<file path="src/rtl/slave_pkg.sv">
// Shared types and default widths for the slave side of the two-master/two-slave
// valid/ready interconnect.
package slave_pkg;

   localparam int ADDR_W_DEF = 3;
   localparam int DATA_W_DEF = 3;
   localparam int CNT_W_DEF  = 8;
   localparam int WAIT_W     = 4;

   typedef enum logic [1:0] {
      S_IDLE  = 2'd0,
      S_WAIT  = 2'd1,
      S_READY = 2'd2
   } state_e;

   typedef struct packed {
      logic [ADDR_W_DEF-1:0] addr;
      logic [DATA_W_DEF-1:0] value;
   } slave_req_t;

endpackage

</file>
<file path="src/rtl/slave_endpoint_if.sv">
// Valid/ready request channel between one interconnect slave port and its endpoint.
interface slave_endpoint_if
   import slave_pkg::*;
#(
   parameter int ADDR_W = ADDR_W_DEF,
   parameter int DATA_W = DATA_W_DEF
);
   logic              valid_in;
   logic [ADDR_W-1:0] addr_in;
   logic [DATA_W-1:0] value_in;
   logic              ready_out;

   modport master (output valid_in, output addr_in, output value_in, input ready_out);
   modport slave  (input valid_in, input addr_in, input value_in, output ready_out);
endinterface

</file>
<file path="src/rtl/slave_regfile.sv">
// Register file: one synchronous write port, one combinational read port, no bypass.
module slave_regfile
   import slave_pkg::*;
#(
   parameter int ADDR_W = ADDR_W_DEF,
   parameter int DATA_W = DATA_W_DEF
) (
   input  logic              clk,
   input  logic              rst,
   input  logic              wr_en,
   input  logic [ADDR_W-1:0] wr_addr,
   input  logic [DATA_W-1:0] wr_data,
   input  logic [ADDR_W-1:0] rd_addr,
   output logic [DATA_W-1:0] rd_data
);
   localparam int DEPTH = 2 ** ADDR_W;

   logic [DATA_W-1:0] mem_r [DEPTH];

   // Storage update: clear everything on reset, otherwise commit the write.
   always_ff @(posedge clk) begin
      if (rst) begin
         for (int i = 0; i < DEPTH; i++) begin
            mem_r[i] <= '0;
         end
      end else if (wr_en) begin
         mem_r[wr_addr] <= wr_data;
      end
   end

   assign rd_data = mem_r[rd_addr];
endmodule

</file>
<file path="src/rtl/slave_endpoint.sv">
// Slave-side responder: wait-state insertion, snapshot-based commit into the
// register file, write counter and sticky interconnect protocol-violation flag.
module slave_endpoint
   import slave_pkg::*;
#(
   parameter int ADDR_W      = ADDR_W_DEF,
   parameter int DATA_W      = DATA_W_DEF,
   parameter int WAIT_CYCLES = 2,
   parameter int CNT_W       = CNT_W_DEF
) (
   input  logic              clk,
   input  logic              rst,
   slave_endpoint_if.slave   bus,
   input  logic [ADDR_W-1:0] rd_addr,
   output logic [DATA_W-1:0] rd_data,
   output logic [CNT_W-1:0]  wr_count,
   output logic              proto_err
);
   localparam logic [WAIT_W-1:0] WAIT_LD = WAIT_W'(WAIT_CYCLES);

   state_e              state_r, next_state_s;
   logic [WAIT_W-1:0]   cnt_r, cnt_nxt_s;
   logic [ADDR_W-1:0]   snap_addr_r;
   logic [DATA_W-1:0]   snap_value_r;
   logic [CNT_W-1:0]    wr_count_r;
   logic                proto_err_r;
   logic                ready_r;
   logic                snap_ld_s;
   logic                wr_en_s;
   logic                err_set_s;
   logic                mismatch_s;

   assign mismatch_s = (bus.addr_in != snap_addr_r) || (bus.value_in != snap_value_r);

   // Next-state, wait counter and commit/error decisions.
   always_comb begin
      next_state_s = state_r;
      cnt_nxt_s    = cnt_r;
      snap_ld_s    = 1'b0;
      wr_en_s      = 1'b0;
      err_set_s    = 1'b0;
      case (state_r)
         S_IDLE: begin
            if (bus.valid_in) begin
               snap_ld_s = 1'b1;
               cnt_nxt_s = WAIT_LD;
               if (WAIT_LD == 4'd0) begin
                  next_state_s = S_READY;
               end else begin
                  next_state_s = S_WAIT;
               end
            end else begin
               next_state_s = S_IDLE;
            end
         end
         S_WAIT: begin
            if (!bus.valid_in) begin
               err_set_s    = 1'b1;
               cnt_nxt_s    = 4'd0;
               next_state_s = S_IDLE;
            end else begin
               err_set_s = mismatch_s;
               if (cnt_r <= 4'd1) begin
                  cnt_nxt_s    = 4'd0;
                  next_state_s = S_READY;
               end else begin
                  cnt_nxt_s    = cnt_r - 4'd1;
                  next_state_s = S_WAIT;
               end
            end
         end
         S_READY: begin
            // Committed data always comes from the snapshot, even if the bus drifted.
            if (!bus.valid_in) begin
               err_set_s    = 1'b1;
               next_state_s = S_IDLE;
            end else begin
               err_set_s    = mismatch_s;
               wr_en_s      = 1'b1;
               next_state_s = S_IDLE;
            end
         end
         default: begin
            next_state_s = S_IDLE;
            cnt_nxt_s    = 4'd0;
         end
      endcase
   end

   // State, snapshot, ready, counter and sticky error registers.
   always_ff @(posedge clk) begin
      if (rst) begin
         state_r      <= S_IDLE;
         cnt_r        <= 4'd0;
         snap_addr_r  <= '0;
         snap_value_r <= '0;
         wr_count_r   <= '0;
         proto_err_r  <= 1'b0;
         ready_r      <= 1'b0;
      end else begin
         state_r <= next_state_s;
         cnt_r   <= cnt_nxt_s;
         ready_r <= (next_state_s == S_READY);
         if (snap_ld_s) begin
            snap_addr_r  <= bus.addr_in;
            snap_value_r <= bus.value_in;
         end
         if (wr_en_s) begin
            wr_count_r <= wr_count_r + {{(CNT_W-1){1'b0}}, 1'b1};
         end
         if (err_set_s) begin
            proto_err_r <= 1'b1;
         end
      end
   end

   assign bus.ready_out = ready_r;
   assign wr_count      = wr_count_r;
   assign proto_err     = proto_err_r;

   slave_regfile #(
      .ADDR_W (ADDR_W),
      .DATA_W (DATA_W)
   ) u_regfile (
      .clk     (clk),
      .rst     (rst),
      .wr_en   (wr_en_s),
      .wr_addr (snap_addr_r),
      .wr_data (snap_value_r),
      .rd_addr (rd_addr),
      .rd_data (rd_data)
   );
endmodule

</file>
<file path="src/flat_wrapper.sv">
// flat-port wrapper written by rule: the top's interface ports become plain ports
module slave_endpoint_flat import slave_pkg::*;
#(
   parameter int ADDR_W      = ADDR_W_DEF,
   parameter int DATA_W      = DATA_W_DEF,
   parameter int WAIT_CYCLES = 2,
   parameter int CNT_W       = CNT_W_DEF
)
  (clk, rst, rd_addr, rd_data, wr_count, proto_err, bus_valid_in, bus_addr_in, bus_value_in, bus_ready_out);
  slave_endpoint_if #(.ADDR_W(ADDR_W), .DATA_W(DATA_W)) bus_i ();
  input  logic clk;
  input  logic rst;
  input  logic [ADDR_W-1:0] rd_addr;
  output logic [DATA_W-1:0] rd_data;
  output logic [CNT_W-1:0] wr_count;
  output logic proto_err;
  input wire logic [$bits(bus_i.valid_in)-1:0] bus_valid_in;
  input wire logic [$bits(bus_i.addr_in)-1:0] bus_addr_in;
  input wire logic [$bits(bus_i.value_in)-1:0] bus_value_in;
  output wire logic [$bits(bus_i.ready_out)-1:0] bus_ready_out;
  assign bus_i.valid_in = bus_valid_in;
  assign bus_i.addr_in = bus_addr_in;
  assign bus_i.value_in = bus_value_in;
  assign bus_ready_out = bus_i.ready_out;
  slave_endpoint #(.ADDR_W(ADDR_W), .DATA_W(DATA_W), .WAIT_CYCLES(WAIT_CYCLES), .CNT_W(CNT_W)) u_core (.clk(clk), .rst(rst), .bus(bus_i), .rd_addr(rd_addr), .rd_data(rd_data), .wr_count(wr_count), .proto_err(proto_err));
endmodule
</file>
<file path="config.mk">
export PLATFORM = sky130hd
export DESIGN_NAME = slave_endpoint_flat
export DESIGN_NICKNAME = d
export VERILOG_FILES = /design/src/rtl/slave_pkg.sv /design/src/rtl/slave_endpoint_if.sv /design/src/rtl/slave_regfile.sv /design/src/rtl/slave_endpoint.sv /design/src/flat_wrapper.sv
export SDC_FILE = /design/constraint.sdc
export NUM_CORES = 1
export LEC_CHECK = 0
export ABC_AREA = 1
export CAP_MARGIN = 10
export CORE_ASPECT_RATIO = 1.75
export CORE_UTILIZATION = 35
export CTS_BUF_LIST = sky130_fd_sc_hd__clkbuf_2
export CTS_CLUSTER_SIZE = 25
export DETAILED_ROUTE_END_ITERATION = 10
export SYNTH_ARGS = -nofsm -noshare
export SYNTH_HDL_FRONTEND = slang
export SYNTH_SLANG_ARGS = --single-unit
</file>
<file path="constraint.sdc">
create_clock -name clk -period 2.8 [get_ports clk]
set_input_delay 0.84 -clock clk [delete_from_list [all_inputs] [get_ports clk]]
set_output_delay 0.84 -clock clk [all_outputs]
set_load 0.02 [all_outputs]
</file>
---- After elaboration in Yosys (flattened, before gate mapping) ----
Memory sizes are Yosys's and may differ from the RTL's.
Index checks and enable logic that the tools add are counted.
storage, ports and cells
  flip-flop bits (word level) ............. 22
  bits in writable memories ............... 24
  bits of input ports ..................... 12
  output and inout port bits .............. 13
  memories ................................ 1
cells by class
  add/subtract/negate cells ............... 2
  magnitude comparators ................... 1
  equal/unequal tests ..................... 6
  mux-type cells .......................... 21
  bitwise logic cells ..................... 1
  reductions and logical operators ........ 5
memories
  memory                  words  bits a word  read ports  clocked after memory_dff  write ports  line                 source
  u_core.u_regfile.mem_r  8      3            1           0                         8            slave_regfile.sv:18  logic [DATA_W-1:0] mem_r [DEPTH];
operators with widths
  kind                                                                               count
  1-bit 2-to-1 mux                                                                   12
  4-bit 2-to-1 mux                                                                   3
  4-bit case mux with 3 select lines                                                 1
  8-bit by 1-bit adder with 8-bit output (second input constant)                     1
  3-bit 2-to-1 mux                                                                   2
  3-bit != test                                                                      2
  2-bit == test (second input constant)                                              2
  4-bit by 1-bit less-or-equal comparator with 1-bit output (second input constant)  1
  2-bit 2-to-1 mux                                                                   2
  2-bit case mux with 2 select lines                                                 1
  4-bit by 1-bit subtractor with 4-bit output (second input constant)                1
  3-bit OR reduction                                                                 1
  2-bit by 1-bit == test with 1-bit output (second input constant)                   1
  2-bit logical NOT                                                                  1
  2-bit != test (second input constant)                                              1
  2-bit AND reduction                                                                1
  2-bit OR reduction                                                                 1
  1-bit logical OR                                                                   1
  1-bit inverter                                                                     1

---- Longest topological paths before layout ----
Gate-level depths: netlist of run 1.
  depth after elaboration ................. 7
  gate-level depth with buffers ........... 10
  mapped depth without buffers ............ 10

---- Modules after synthesis ----
From an unflattened synthesis of run 1, not the netlist that was laid out.
second synthesis, totals
  cells, all modules ...................... 320
  area, all modules ....................... 2432.3 um^2
modules (own cells, without submodules)
  module          instances  cells an instance  area an instance (um^2)  seq. area each (um^2)
  slave_regfile   1          159                1292.5                   720.7
  slave_endpoint  1          161                1139.8                   440.4

---- Least setup slack after synthesis of run 1 ----
OpenSTA, ideal clock, no wires.
  path type ............................... input-to-output
  from .................................... in rd_addr[1]
  to ...................................... out rd_data[1]
  data arrival time ....................... 1.554 ns
  path slack .............................. 0.406 ns
  cell stages on the path ................. 5
  path buffers ............................ 1
  cells stage by stage .................... clkbuf_1 > o21ai_0 > o22ai_1 > nand2_1 > nand2_1
between the ends
  longest elaborated chain between the ends .. 1
ends and longest elaborated chain
  what              line                source
  start, declared   flat_wrapper.sv:13  input logic [ADDR_W-1:0] rd_addr;
  memory 8 x 3 bit  n/a
  end, declared     flat_wrapper.sv:14  output logic [DATA_W-1:0] rd_data;
No other way between the ends.

---- Final worst setup path of run 1 ----
  from .................................... in rd_addr[0]
  to ...................................... out rd_data[0]
The elaborated chain is that of the path after synthesis.

==> results of run 1 <==
## routing by layer
metal  vias up  wire (µm)  track usage
met2        22       2470        0.290
met3         6        122       0.0222
met4         0         65       0.0681
li1        915          -            -
met5         -          0            0
met1       756       1650        0.138
## cells in the final DEF, fill, tap and decap left out, types with 7 or more instances in the layout
cell type,n
edfxtp_1,24
o22ai_1,7
o21ai_0,16
clkdlybuf4s50_1,19
a21oi_1,14
inv_1,29
clkbuf_2,10
nand2_1,57
nor2_1,48
dfxtp_1,22
## logic make-up (layout without fill, tap and decap cells)
family,after synthesis,count (layout),share of synthesized area
buffers and inverters,39,70,0.0697
AOI/OAI and AO/OA,40,40,0.100
xor gates and xnor gates,2,2,0.00788
muxes,6,6,0.0270
adders and majority gates,6,6,0.0337
DFF,46,46,0.522
and+or+nand+nor,124,124,0.240
## critical path, delay by kind of cell
kind | cells | cell delay, ns
buffers and inverters | 3 | 0.51
muxes | 1 | 0.21
and+or+nand+nor | 2 | 0.11
AOI/OAI and AO/OA | 1 | 0.09
## state kept, by name (all words and copies together), names as in the netlist
signal                  count
u_core.state_r              2
u_core.snap_value_r         3
u_core.bus.ready_out        1
u_core.wr_count             8
u_core.proto_err            1
u_core.snap_addr_r          3
u_core.cnt_r                4
u_core.u_regfile.mem_r     24
## power breakdown
| group | leakage [nW] | internal (mW) | switching [mW] |
|---|---|---|---|
| sequential | 0.428 | 0.736 | 0.0155 |
| combinational | 0.620 | 0.0698 | 0.109 |
| clock | 0.0392 | 0.154 | 0.214 |
| total | 1.09 | 0.960 | 0.338 |
## what timing repair did
| action | in CTS | in global routing |
|---|---|---|
| resized for setup | 8 | 8 |
| endpoints found under the setup margin | 3 | 3 |
| pin swaps | 0 | 0 |
## stage by stage
step	instance area [µm²]	std cells	hold slack, ns	utilization
finish	2640	374	0.466	0.427
global route	2640	374	0.502	0.427
CTS	2650	374	0.470	0.429
detailed placement	2590	366	0.443	0.419
global placement	2590	366	0.445	0.419
floorplan	2220	263	0.438	-
## layout make-up
cell class	count	area (µm²)	area share
inverters	33	129	0.0489
well taps	80	100	0.0380
flip-flops and latches	46	1160	0.440
repair buffers	29	272	0.103
multi-input cells	178	908	0.344
clock buffers	6	30.0	0.0114
clock inverters	2	37.5	0.0142
## worst paths after layout
kind / endpoint / cells past startpoint / slack [ns] / start
worst max-delay path: rd_data[0] / 7 / 0.20 / rd_addr[0]
worst min-delay path: u_core.proto_err / 2 / 0.47 / u_core.proto_err
worst max register to register: u_core.u_regfile.mem_r[3][0] / 8 / 1.12 / u_core.state_r[0]
worst min register to register: u_core.proto_err / 2 / 0.47 / u_core.proto_err
==> out/results.tsv, run 1 <==
stage	metric	value	unit
logic_synthesis	Async SR Flop Fraction	0	
worst_setup_path	Cell Chain, Critical Path	clkdlybuf4s15_2 -> buf_12 -> mux2i_1 -> o22ai_1 -> nand2_1 -> nand2_1 -> clkbuf_2	
logic_synthesis	Synth Register Bits	46	
drt	DR iter-0 viols	24	
clocking	Clock Sinks	46	
sta	Slew @ Worst Pin	0.384	ns
pwr	Peak supply drop	307	µV
cells_and_area	Area Overhead vs Synth	18.6	%
sta	unrepaired setup endpoints after global routing	false	
cells_and_area	Filler cells	660	
drt	drt pass-1 iters	4	
logic_synthesis	Distinct cells, synth	30	
cells_and_area	ANT cells	0	
global_routing	total track usage	0.144	
sta	clk_skew	0.0103	ns
die	Rows	38	
logic_synthesis	Seq/Total Area, Yosys	0.522	
global_routing	initial antenna violation count	0	
clocking	Post-CTS Setup Inserts	0	
logic_synthesis	synthesized netlist cell count	263	
clocking	Worst-Skew Late Latency	0.40	ns
die	DIE AREA	6690	µm²
die	Die W	62.3	µm
worst_setup_path	critical-path maximum fanout	12	
pwr	Leakage	1.09	nW
logic_synthesis	main area contributors after synthesis	edfxtp_1 (32%), dfxtp_1 (20%), nand2_1 (9.6%)	
worst_setup_path	nature of the critical path startpoint	input port	
sta	post-layout minimum cycle time	2.60	ns
worst_setup_path	WP data arrival	1.76	ns
global_routing	gr ovfl total	0	
worst_setup_path	crit-path max cell delay	0.22	ns
logic_synthesis	synth cell count leaders	nand2_1 (57), nor2_1 (48), inv_1 (30)	
logic_synthesis	post-synth top area cell	edfxtp_1	
logic_synthesis	Ys Warns	0	
cells_and_area	Final Net Count	311	
global_routing	largest net degree at the start of global routing	23	
sta	Final setup violation count	0	
job	max cap viols	0	
clocking	Inserted Clock Buffers	5	
logic_synthesis	syn_area_per_cell	8.46	µm²
logic_synthesis	count leader, synth	nand2_1	
run_status	run status	finished, final reports clean	
placed_design	post-detail-place hpwl	3330	µm
logic_synthesis	Main synth FF type	edfxtp_1	
worst_setup_path	Worst setup EP type	output port	
sta	FMAX	0.385	GHz
pwr	Pwr Density	492	nW/µm²
die	Placeable Area	6180	µm²
sta	Fin. Hold Viols	0	
clocking	clock transition at the registers of the reported paths	0.23	ns
placed_design	GPL Wtd Cong	0.804	
logic_synthesis	area share of the largest cell type after synthesis	0.324	
logic_synthesis	Post-synth EDFFs	24	
hold_path	Hold Crit Class	register to register	
worst_setup_path	Crit-path slowest cell	clkdlybuf4s15_2	
die	Die Ht	107	µm
die	Initial Util	0.360	
global_routing	vias in the first global route	1748	
drt	post-route DRC violation count	0	
clocking	clock root buffer	clkbuf_2	
drt	Final ANT Viol Nets	0	
sta	Setup WS post-layout	0.203	ns
placed_design	Place WS	-0.555	ns
sta	Slew Limit Headroom	0.743	
global_routing	first-pass GRT wire length	7490	µm
clocking	H-tree depth	2	
drt	final wirelength	4310	µm
placed_design	# port buffers	24	
sta	Pins Over Slew Limit	0	
clocking	hold-fix buffers at CTS	0	
sta	Setup TNS Final	0	ns
logic_synthesis	syn nets	281	
clocking	CTS Buffer Depth	2	
worst_setup_path	most used cell, CP	nand2_1	
drt	vias per inst	4.54	
logic_synthesis	Post-Synthesis Cell Area	2220	µm²
drt	DR WL/cell	11.5	µm
clocking	CTS tree	done	
drt	vias	1699	
sta	crit share post-route	0.928	
worst_setup_path	CP Class	input port to output port	
die	num ports	25	
pwr	total power	1.30	mW
worst_setup_path	Required @ worst endpoint	1.96	ns
cells_and_area	share of layout cells above drive strength 1	0.105	
Power figures use the tool's default switching activity.
==> inputs of run 2 (changes only) <==
- SETUP_SLACK_MARGIN: default -> 0.2
==> out/results.tsv, run 2 (same netlist as run 1, synthesis figures left out) <==
stage	metric	value	unit
die	Initial Util	0.360	
run_status	run status	finished, final reports clean	
clocking	clock transition at the registers of the reported paths	0.23	ns
die	Placeable Area	6180	µm²
sta	FMAX	0.397	GHz
placed_design	post-detail-place hpwl	3330	µm
sta	worst hold slack	0.466	ns
worst_setup_path	critical-path maximum fanout	6	
pwr	Leakage	1.11	nW
worst_setup_path	CP Class	input port to output port	
clocking	Inserted Clock Buffers	5	
clocking	CTS tree	done	
global_routing	first-pass GRT wire length	7490	µm
global_routing	gr busiest metal	met2	
cells_and_area	Reg with most FFs	u_core.u_regfile.mem_r	
drt	drt pass-1 iters	4	
global_routing	total track usage	0.144	
worst_setup_path	nature of the critical path startpoint	input port	
cells_and_area	Area Overhead vs Synth	19.9	%
worst_setup_path	Required @ worst endpoint	1.96	ns
placed_design	GPL Wtd Cong	0.804	
hold_path	Hold Crit Class	register to register	
cells_and_area	ANT cells	0	
clocking	Post-CTS Setup Inserts	0	
die	DIE AREA	6690	µm²
sta	crit share post-route	0.900	
global_routing	vias in the first global route	1748	
clocking	Worst-Skew Late Latency	0.40	ns
sta	Pins Over Slew Limit	0	
placed_design	# port buffers	24	
drt	final wirelength	4430	µm
sta	Slew @ Worst Pin	0.382	ns
global_routing	initial antenna violation count	0	
worst_setup_path	most used cell, CP	nand2_1	
cells_and_area	Final Net Count	312	
clocking	H-tree depth	2	
cells_and_area	Filler cells	654	
die	Rows	38	
worst_setup_path	WP data arrival	1.68	ns
cells_and_area	number of flip-flops in the largest register	24	
cells_and_area	most frequent cells in the layout	nand2_1 (57), nor2_1 (48), inv_1 (29), edfxtp_1 (24), dfxtp_1 (22)	
die	num ports	25	
global_routing	gr ovfl total	0	
global_routing	met1 usage	0.138	
drt	vias	1723	
global_routing	GRT met2 Usage	0.290	
worst_setup_path	Worst setup EP type	output port	
pwr	Peak supply drop	307	µV
sta	Final setup violation count	0	
cells_and_area	commonest non-fill, non-tap cell in the layout	nand2_1	
cells_and_area	share of layout cells above drive strength 1	0.112	
global_routing	largest net degree at the start of global routing	23	
pwr	total power	1.30	mW
job	max cap viols	0	
sta	Fin. Hold Viols	0	
drt	Final ANT Viol Nets	0	
worst_setup_path	Crit-path slowest cell	mux2i_1	
worst_setup_path	crit-path max cell delay	0.22	ns
sta	unrepaired setup endpoints after global routing	false	
drt	vias per inst	4.59	
drt	DR WL/cell	11.8	µm
worst_setup_path	CP top delay family	buffers and inverters	
sta	post-layout minimum cycle time	2.52	ns
global_routing	grt met3 use	0.0222	
clocking	CTS Buffer Depth	2	
die	Die W	62.3	µm
worst_setup_path	Cell Chain, Critical Path	clkbuf_4 -> buf_12 -> mux2i_1 -> o22ai_1 -> nand2_1 -> nand2_1 -> buf_2	
sta	Slew Limit Headroom	0.745	
worst_setup_path	CP bufs+invs	3	
drt	post-route DRC violation count	0	
sta	clk_skew	0.00585	ns
clocking	Clock Sinks	46	
drt	DR iter-0 viols	29	
clocking	clock root buffer	clkbuf_2	
die	Die Ht	107	µm
pwr	Pwr Density	489	nW/µm²
==> run 2: cell types whose count changed in the layout (fill, tap and decap cells not counted), moves of 2 or more <==
cell      previous run  this run
clkbuf_2            10         7
o21ai_1              1         3
buf_2                0         2
o21ai_0             16        14
==> run 2: metal layers <==
metal,part of all wire,up-vias
met5,0,-
met4,0.017,0
met3,0.029,6
met2,0.58,24
met1,0.37,779
li1,-,914
==> run 2: area by class of cell <==
cell class / count / area [µm²] / share of cell area
Clock buffer: 6 / 30.0 / 0.0113
Clock inverter: 2 / 37.5 / 0.0141
Inverter: 33 / 129 / 0.0483
Multi-Input combinational cell: 178 / 912 / 0.342
Sequential cell: 46 / 1160 / 0.435
Tap cell: 80 / 100 / 0.0375
Timing Repair Buffer: 30 / 298 / 0.112
==> run 2: per-stage QoR <==
step                       util  setup slack, ns  TNS, ns  area [µm²]  std cells
final                     0.432            0.279        0        2670        375
after detailed placement  0.419           -0.555    -1.64        2590        366
after global placement    0.419           -0.539    -1.61        2590        366
after CTS                 0.428            0.190        0        2640        374
after global routing      0.432            0.198        0        2670        375
after floorplan               -            0.406        0        2220        263
==> run 2: final timing paths <==
kind | from | to | slack (ns) | cells past startpoint
min reg2reg | u_core.proto_err | u_core.proto_err | 0.47 | 2
max | rd_addr[0] | rd_data[1] | 0.28 | 7
max reg2reg | u_core.state_r[0] | u_core.u_regfile.mem_r[7][0] | 1.12 | 8
min | u_core.proto_err | u_core.proto_err | 0.47 | 2
==> run 2: timing repair <==
item / in CTS / in global routing
pin swaps: 0 / 1
hold buffers: 0 / 0
cloned: 0 / 1
setup endpoints to repair: 3 / 3
gates resized for setup: 18 / 9
==> run 2: worst min-delay path, stage by stage, from the launching register on <==
cell     delay (ns)
dfxtp_1        0.36
inv_1          0.05
a21oi_1        0.05
==> run 2: report_power, final <==
group	leakage (nW)	total (mW)	switching [mW]	internal, mW
sequential	0.428	0.752	0.0159	0.736
combinational	0.640	0.184	0.110	0.0740
clock	0.0392	0.368	0.213	0.154
==> inputs of run 3 (changes only) <==
- REMOVE_ABC_BUFFERS: default -> 1
==> out/results.tsv, run 3 (same netlist as run 1, synthesis figures left out) <==
stage	metric	value	unit
drt	vias	1751	
pwr	total power	1.30	mW
sta	Slew @ Worst Pin	0.376	ns
die	DIE AREA	6690	µm²
pwr	Peak supply drop	312	µV
sta	Pins Over Slew Limit	0	
job	max cap viols	0	
clocking	H-tree depth	2	
drt	final wirelength	4280	µm
cells_and_area	Area Overhead vs Synth	18.8	%
die	num ports	25	
global_routing	vias in the first global route	1723	
pwr	Leakage	1.09	nW
sta	Final setup violation count	0	
clocking	Inserted Clock Buffers	5	
hold_path	Hold EP	u_core.proto_err	
cells_and_area	Reg with most FFs	u_core.u_regfile.mem_r	
sta	clk_skew	0.0123	ns
sta	crit share post-route	0.895	
hold_path	Cells on Worst Hold Path	2	
hold_path	hold_sp	u_core.proto_err	
placed_design	DP Cell Count	367	
clocking	clock transition at the registers of the reported paths	0.24	ns
cells_and_area	Final Net Count	312	
cells_and_area	Filler cells	644	
worst_setup_path	WP data arrival	1.67	ns
clocking	Worst-Skew Late Latency	0.41	ns
drt	DR iter-0 viols	28	
worst_setup_path	nature of the critical path startpoint	input port	
hold_path	Hold Crit Class	register to register	
placed_design	GPL Wtd Cong	0.764	
drt	vias per inst	4.67	
worst_setup_path	r2r setup slk	1.10	ns
cells_and_area	final non-filler cell total	375	
global_routing	initial antenna violation count	0	
worst_setup_path	R2R Path End	u_core.u_regfile.mem_r[1][1]	
worst_setup_path	CP Class	input port to output port	
pwr	Pwr Density	493	nW/µm²
clocking	Clock Sinks	46	
worst_setup_path	Worst setup EP type	output port	
run_status	run status	finished, final reports clean	
cells_and_area	share of layout cells above drive strength 1	0.115	
sta	FMAX	0.399	GHz
placed_design	post-detail-place hpwl	3280	µm
sta	post-layout minimum cycle time	2.51	ns
worst_setup_path	critical-path maximum fanout	3	
global_routing	first-pass GRT wire length	7320	µm
drt	post-route DRC violation count	0	
global_routing	largest net degree at the start of global routing	23	
sta	Fin. Hold Viols	0	
clocking	Post-CTS Setup Inserts	0	
drt	DR WL/cell	11.4	µm
worst_setup_path	Required @ worst endpoint	1.96	ns
die	Die W	62.3	µm
placed_design	# port buffers	24	
die	Die Ht	107	µm
die	Placeable Area	6180	µm²
worst_setup_path	Critical Path Source	rd_addr[0]	
worst_setup_path	Worst R2R Start	u_core.state_r[0]	
global_routing	total track usage	0.141	
cells_and_area	most frequent cells in the layout	nand2_1 (57), nor2_1 (48), inv_1 (29), edfxtp_1 (24), dfxtp_1 (22)	
clocking	hold-fix buffers at CTS	0	
cells_and_area	ANT cells	0	
die	Rows	38	
die	Initial Util	0.360	
cells_and_area	final core utilization	0.428	
global_routing	gr ovfl total	0	
clocking	clock root buffer	clkbuf_2	
drt	Final ANT Viol Nets	0	
cells_and_area	number of flip-flops in the largest register	24	
drt	drt pass-1 iters	4	
cells_and_area	commonest non-fill, non-tap cell in the layout	nand2_1	
sta	Slew Limit Headroom	0.749	
clocking	CTS tree	done	
worst_setup_path	worst reg2reg path depth	8	
clocking	CTS Buffer Depth	2	
sta	unrepaired setup endpoints after global routing	false	
==> run 3: cell types whose count changed in the layout (fill, tap and decap cells not counted), sizes merged <==
cell,change
buf,+2
clkbuf,-2
==> run 3: worst max-delay path, stage by stage <==
cell and delay [ns]:
buf_2 0.13, buf_6 0.12, mux2i_2 0.22, o22ai_1 0.10
nand2_1 0.07, nand2_1 0.04, buf_2 0.15
==> run 3: layout make-up <==
type                            count  area [µm²]  area share
Inverter                           33         129      0.0487
Sequential cell                    46        1160       0.439
Timing Repair Buffer               30         270       0.102
Multi-Input combinational cell    178         916       0.346
Tap cell                           80         100      0.0379
Clock inverter                      2        37.5      0.0142
Clock buffer                        6        30.0      0.0114
==> run 3: power breakdown <==
| part | internal [mW] | leakage (nW) | switching, mW |
|---|---|---|---|
| logic | 0.0698 | 0.627 | 0.108 |
| registers | 0.736 | 0.428 | 0.0158 |
| clock network | 0.154 | 0.0392 | 0.219 |
| total | 0.960 | 1.09 | 0.343 |
==> run 3: repair_timing <==
action	in CTS	in global routing
gates resized for setup	23	2
pin swaps	0	0
setup endpoints to repair	3	3
==> run 3: how the worst max path moves through the flow <==
stage                       to  cells after the start
floorplan           rd_data[0]                      5
global placement    rd_data[2]                      7
detailed placement  rd_data[2]                      7
CTS                 rd_data[2]                      6
global route        rd_data[1]                      7
finish              rd_data[0]                      7
==> run 3: metal layers <==
metal | global-route usage | wire (µm)
met1 | 0.133 | 1630
met2 | 0.278 | 2410
met3 | 0.0275 | 139
met4 | 0.0748 | 106
met5 | 0 | 0
==> run 3: metrics by stage <==
stage          TNS [ns]  hold WS (ns)  area (µm²)  setup WS (ns)
2_1_floorplan         0         0.438        2200          0.600
3_3_place_gp      -1.64         0.447        2580         -0.556
6_report              0         0.473        2640          0.294
4_1_cts               0         0.472        2650          0.226
5_1_grt               0         0.512        2640          0.205
3_5_place_dp      -1.69         0.443        2580         -0.568
